--- src/rtl/i2c_tgt_pkg.sv ---
// Shared types and constants for the I2C register target.
// State encoding, ACK levels and the bit-counter width.
package i2c_tgt_pkg;

    localparam int BCW = 4;

    localparam logic I2C_ACK  = 1'b0;
    localparam logic I2C_NACK = 1'b1;

    typedef enum logic [3:0] {
        ST_IDLE,
        ST_ADDR,
        ST_ADDR_ACK,
        ST_PTR,
        ST_PTR_ACK,
        ST_WDATA,
        ST_WDATA_ACK,
        ST_RDATA,
        ST_RDATA_ACK,
        ST_IGNORE
    } tgt_state_e;

endpackage

--- src/rtl/i2c_tgt_line_sync.sv ---
// Two-flop synchronizer plus rise/fall pulses for one bus line.
// I2C_TGT_GLITCH_FILTER_EN adds a 3-sample majority filter.
module i2c_tgt_line_sync (
    input  logic clk,
    input  logic rst,
    input  logic d,
    output logic lvl,
    output logic rise,
    output logic fall
);

    logic [1:0] sync;
    logic       prev;

    // Idle bus level is high, so all history resets to 1.
    always_ff @(posedge clk or posedge rst) begin
        if (rst) sync <= 2'b11;
        else     sync <= {sync[0], d};
    end

`ifdef I2C_TGT_GLITCH_FILTER_EN
    logic [1:0] hist;
    logic       filt;

    always_ff @(posedge clk or posedge rst) begin
        if (rst) begin
            hist <= 2'b11;
            filt <= 1'b1;
        end else begin
            hist <= {hist[0], sync[1]};
            filt <= (sync[1] & hist[0]) |
                    (sync[1] & hist[1]) |
                    (hist[0] & hist[1]);
        end
    end

    assign lvl = filt;
`else
    assign lvl = sync[1];
`endif

    always_ff @(posedge clk or posedge rst) begin
        if (rst) prev <= 1'b1;
        else     prev <= lvl;
    end

    assign rise = lvl & ~prev;
    assign fall = ~lvl & prev;

endmodule

--- src/rtl/i2c_target_regs.sv ---
// I2C target with a pointer-addressed byte register file.
// Build with I2C_TGT_GLITCH_FILTER_EN to filter SCL/SDA glitches.
module i2c_target_regs
    import i2c_tgt_pkg::*;
#(
    parameter logic [6:0] TGT_ADDR = 7'h50,
    parameter int         NREGS    = 16,
    localparam int        PW       = $clog2(NREGS)
) (
    input  logic          clk,
    input  logic          rst,
    input  logic          scl_i,
    input  logic          sda_i,
    output logic          sda_o,
    output logic          scl_o,
    output logic          busy,
    output logic          wr_stb,
    output logic [PW-1:0] wr_addr,
    output logic [7:0]    wr_data,
    input  logic [PW-1:0] rd_idx,
    output logic [7:0]    rd_data
);

    logic scl, scl_r, scl_f;
    logic sda, sda_r, sda_f;
    logic start, stop, rise, fall;
    logic last, full, match, we;
    logic sda_d, busy_d, rw;

    tgt_state_e     state_q, state_d;
    logic [BCW-1:0] cnt;
    logic [7:0]     shift, byte_in, cur;
    logic [PW-1:0]  ptr;
    logic [7:0]     regs [NREGS];

    i2c_tgt_line_sync u_scl (
        .clk(clk), .rst(rst), .d(scl_i),
        .lvl(scl), .rise(scl_r), .fall(scl_f)
    );

    i2c_tgt_line_sync u_sda (
        .clk(clk), .rst(rst), .d(sda_i),
        .lvl(sda), .rise(sda_r), .fall(sda_f)
    );

    // Bus conditions win over a coincident SCL edge.
    assign start   = sda_f & scl;
    assign stop    = sda_r & scl;
    assign rise    = scl_r & ~start & ~stop;
    assign fall    = scl_f & ~start & ~stop;

    assign byte_in = {shift[6:0], sda};
    assign last    = rise && (cnt == BCW'(7));
    assign full    = (cnt == BCW'(8));
    assign match   = (byte_in[7:1] == TGT_ADDR);
    assign we      = last && (state_q == ST_WDATA);
    assign cur     = regs[ptr];
    assign scl_o   = 1'b1;

    always_ff @(posedge clk or posedge rst) begin
        if (rst) state_q <= ST_IDLE;
        else     state_q <= state_d;
    end

    always_comb begin
        state_d = state_q;
        if (stop) begin
            state_d = ST_IDLE;
        end else if (start) begin
            state_d = ST_ADDR;
        end else begin
            unique case (state_q)
                ST_ADDR: begin
                    if (last && !match) state_d = ST_IGNORE;
                    else if (fall && full) state_d = ST_ADDR_ACK;
                end
                ST_ADDR_ACK:
                    if (fall) state_d = rw ? ST_RDATA : ST_PTR;
                ST_PTR:
                    if (fall && full) state_d = ST_PTR_ACK;
                ST_PTR_ACK:
                    if (fall) state_d = ST_WDATA;
                ST_WDATA:
                    if (fall && full) state_d = ST_WDATA_ACK;
                ST_WDATA_ACK:
                    if (fall) state_d = ST_WDATA;
                ST_RDATA:
                    if (fall && full) state_d = ST_RDATA_ACK;
                ST_RDATA_ACK: begin
                    if (rise && sda == I2C_NACK) state_d = ST_IGNORE;
                    else if (fall) state_d = ST_RDATA;
                end
                default: ;
            endcase
        end
    end

    // SDA only moves on an SCL fall, except bus conditions release it.
    always_comb begin
        sda_d  = sda_o;
        busy_d = busy;
        if (stop || start) begin
            sda_d  = 1'b1;
            busy_d = 1'b0;
        end else begin
            if (state_q == ST_ADDR && last && match) busy_d = 1'b1;
            if (fall) begin
                unique case (state_q)
                    ST_ADDR, ST_PTR, ST_WDATA:
                        if (full) sda_d = I2C_ACK;
                    ST_ADDR_ACK:  sda_d = rw ? cur[7] : 1'b1;
                    ST_RDATA:     sda_d = full ? 1'b1 : shift[7];
                    ST_RDATA_ACK: sda_d = cur[7];
                    default:      sda_d = 1'b1;
                endcase
            end
        end
    end

    always_ff @(posedge clk or posedge rst) begin
        if (rst) begin
            cnt     <= '0;
            shift   <= '0;
            ptr     <= '0;
            rw      <= 1'b0;
            sda_o   <= 1'b1;
            busy    <= 1'b0;
            wr_stb  <= 1'b0;
            wr_addr <= '0;
            wr_data <= '0;
        end else begin
            sda_o  <= sda_d;
            busy   <= busy_d;
            wr_stb <= 1'b0;
            if (start) begin
                cnt <= '0;
            end else if (!stop) begin
                case (state_q)
                    ST_ADDR, ST_PTR, ST_WDATA, ST_RDATA:
                        if (rise && !full) begin
                            shift <= byte_in;
                            cnt   <= cnt + 1'b1;
                        end
                    ST_ADDR_ACK, ST_RDATA_ACK:
                        if (fall) begin
                            cnt   <= '0;
                            shift <= cur;
                        end
                    ST_PTR_ACK, ST_WDATA_ACK:
                        if (fall) cnt <= '0;
                    default: ;
                endcase
                if (last) begin
                    case (state_q)
                        ST_ADDR: rw  <= byte_in[0];
                        ST_PTR:  ptr <= byte_in[PW-1:0];
                        ST_WDATA: begin
                            wr_stb  <= 1'b1;
                            wr_addr <= ptr;
                            wr_data <= byte_in;
                            ptr     <= ptr + 1'b1;
                        end
                        default: ;
                    endcase
                end
                if (state_q == ST_RDATA && fall && full)
                    ptr <= ptr + 1'b1;
            end
        end
    end

    always_ff @(posedge clk or posedge rst) begin
        if (rst) begin
            for (int i = 0; i < NREGS; i++) regs[i] <= '0;
        end else if (we) begin
            regs[ptr] <= byte_in;
        end
    end

    always_ff @(posedge clk or posedge rst) begin
        if (rst) rd_data <= '0;
        else     rd_data <= regs[rd_idx];
    end

endmodule

--- config.mk ---
export PLATFORM = sky130hd
export DESIGN_NAME = i2c_target_regs
export DESIGN_NICKNAME = d
export VERILOG_FILES = /design/src/rtl/i2c_tgt_pkg.sv /design/src/rtl/i2c_tgt_line_sync.sv /design/src/rtl/i2c_target_regs.sv
export SDC_FILE = /design/constraint.sdc
export NUM_CORES = 1
export LEC_CHECK = 0
export CAP_MARGIN = 10
export CORE_ASPECT_RATIO = 1.4
export CORE_MARGIN = 5
export CORE_UTILIZATION = 50
export CTS_CLUSTER_DIAMETER = 80
export CTS_CLUSTER_SIZE = 16
export DETAILED_ROUTE_END_ITERATION = 10
export PLACE_DENSITY_LB_ADDON = 0.08
export SLEW_MARGIN = 20
export SYNTH_ARGS = -nofsm -noshare
export SYNTH_HDL_FRONTEND = slang
export SYNTH_SLANG_ARGS = --single-unit
--- constraint.sdc ---
create_clock -name clk -period 6.7 [get_ports clk]
set_clock_uncertainty 0.05 [all_clocks]
set_input_delay 1.675 -clock clk [delete_from_list [all_inputs] [get_ports clk]]
set_output_delay 1.675 -clock clk [all_outputs]
set_load 0.1 [all_outputs]
==> results.toml <==
[logic_synthesis]
yosysWarnings = 0
synth_edf_count = 0
synth_area_leaders = "dfrtp_1, mux4_2, mux2_2"
ys_seq_area_share_pct = 48.0
syn-num-nets = 686
ys_ff_latch = 178
synth_top_cell_area_share_pct = 46.1
synth_ff_type = "dfrtp_1"
ys_top_cells_by_count = "dfrtp_1, mux2_2, mux4_2"
synthDistinctLibCells = 57
postSynth.asyncResetShare_pct = 100
synth_area_leader_cell = "dfrtp_1"
syn_inst = 672
syn_avg_cell_area_um2 = 13.8
syn_area_um2 = 9290
synth_most_common_cell = "dfrtp_1"

[routing]
via_count = 5841
ant_nets = 0
routed_via_density = 6.28
drt-total-wl_mm = 22.3
drc = 0
drt_iter0_drc = 348
first_pass_iters = 5
wire_per_inst_um = 24.0

[min_path]
hold_class = "flop to flop"
min_path_cells = 0

[die]
boundaryPins = 32
core_um2 = 18500
dieArea_um2 = 21400
die_h_um = 171
chipWidth_um = 125
placementRows = 59
initial_utilization_pct = 50.3

[placement]
port_buffers = 30
place_ws_ns = 2.83
gp_congestion = 0.830
hpwl_mm = 14.4
dp.cells = 898

[clock_tree]
post_cts_buffers = 0
cts_tree = "done"
cts_buffers = 17
clkTransAtPathRegs_ns = 0.07
clock_path_buffers = 2
cts_hold_buffers = 0
cts_resized = 0
htreeDepth = 4
cts_sinks = 178
clk_latency_ns = 0.43
cts_root_buffer = "clkbuf_16"

[run_status]
status = "completed"

[setup_path]
cp_cell_sequence = "clkdlybuf4s50_1"
cp.depth = 1
arrival_ns = 2.08
max_stage_delay_ns = 1.12
crit_family = "buffers and inverters"
rr_worst_depth = 6
path_max_fanout = 2
crit_required_ns = 4.97
path_buf_inv = 1
cp_slowest_cell = "clkdlybuf4s50_1"
critPathKind = "flop to output pin"
crit_path_start_kind = "flop"
endpoint_kind = "output pin"

[grt]
grt_first_pass_wirelength_mm = 35.5
grt_pass1_vias = 6120
grt_max_degree = 107
overflow = 0
gr-usage-all-layers_pct = 21.9
antenna_found_initial = 0

[timing]
hold_viol_final = 0
fin_crit_ns = 3.81
slew_headroom_pct = 32.6
clock.fmax_mhz = 263
setup_viol = 0
slew_viol_final = 0
hold_ws_ns = 0.301
finalWorstSetupSlack_ns = 2.89
tns_ns = 0
period_share_pct = 56.8
worst_pin_slew_ns = 1.00
rsz0062_at_grt = "false"

[pwr]
finalPower_mw = 2.45
p_per_area_nw_per_um2 = 238
peakVddDrop_uv = 185
p_leak_nw = 4.73

[finish]
fin_nets = 687
area_delta_synth_final_pct = 10.9
drive_above_1_share_pct = 39.7
stdcell_count = 930
antenna-diode-count = 0
fillers = 1502

[flow_run]
drv_cap = 0
[registers in the layout, indices dropped and copies added (netlist names), 2 cells and up]
name	cells
wr_addr	4
rd_data	8
u_sda.sync	2
state_q	4
shift	8
u_scl.sync	2
regs	128
wr_data	8
ptr	4
cnt	4
[cell families after synthesis]
logic type / share of synthesized area, %
compound gates: 3.69
xor+xnor: 0.377
simple gates: 8.56
buf+inv: 3.06
flops: 48.0
fa+ha+maj: 0.808
other cells: 0.0404
mux: 35.4
[power by group]
group	internal (mW)	switching, mW	total (mW)
Combinational	0.0761	0.108	0.184
Clock	0.591	0.421	1.01
Sequential	1.11	0.146	1.25
[per-stage QoR]
step	util [%]	instance area (um^2)
after floorplan	-	9290
after global placement	52.6	9700
after detailed placement	52.6	9700
after CTS	55.8	10300
after global routing	55.8	10300
final	55.8	10300
[routing by layer]
metal  vias to the layer above  global-route usage [%]  share of wire (%)
met2                       204                    37.7                 52
met5                         -                       0                  0
met3                        44                    4.35                4.8
met4                         0                    8.49                2.8
met1                      3081                    27.5                 40
li1                       2512                       -                  -
[layout make-up]
class	count	area (um^2)	share of cell area, %
repair buffers	37	350	3.40
well taps	244	305	2.96
flip-flops and latches	178	4460	43.3
multi-input cells	430	4550	44.2
clock buffers	25	495	4.81
clock inverters	7	97.6	0.947
inverters	9	40.0	0.389
[placed cells by master, fill, tap and decap left out, drive strengths merged, types with 9 or more instances in the layout]
cell type / n
clkdlybuf4s50: 29
nand2: 76
inv: 9
dfrtp: 171
clkbuf: 25
nand3: 10
nor2: 25
o21ai: 12
mux4: 78
mux2: 131
a31oi: 12
[path summary, 6_finish.rpt]
check / end / slack [ns] / startpoint
worst min register to register: u_scl.sync[1] / 0.30 / u_scl.sync[0]
worst max register to register: regs[23] / 3.20 / u_sda.sync[1]
worst min-delay path: u_scl.sync[1] / 0.30 / u_scl.sync[0]
worst max-delay path: sda_o / 2.89 / sda_o
min in group asynchronous: regs[40] / 1.76 / rst
max in group asynchronous: u_scl.sync[0] / 3.74 / rst
Note: power is estimated with default switching activity, not from simulation.
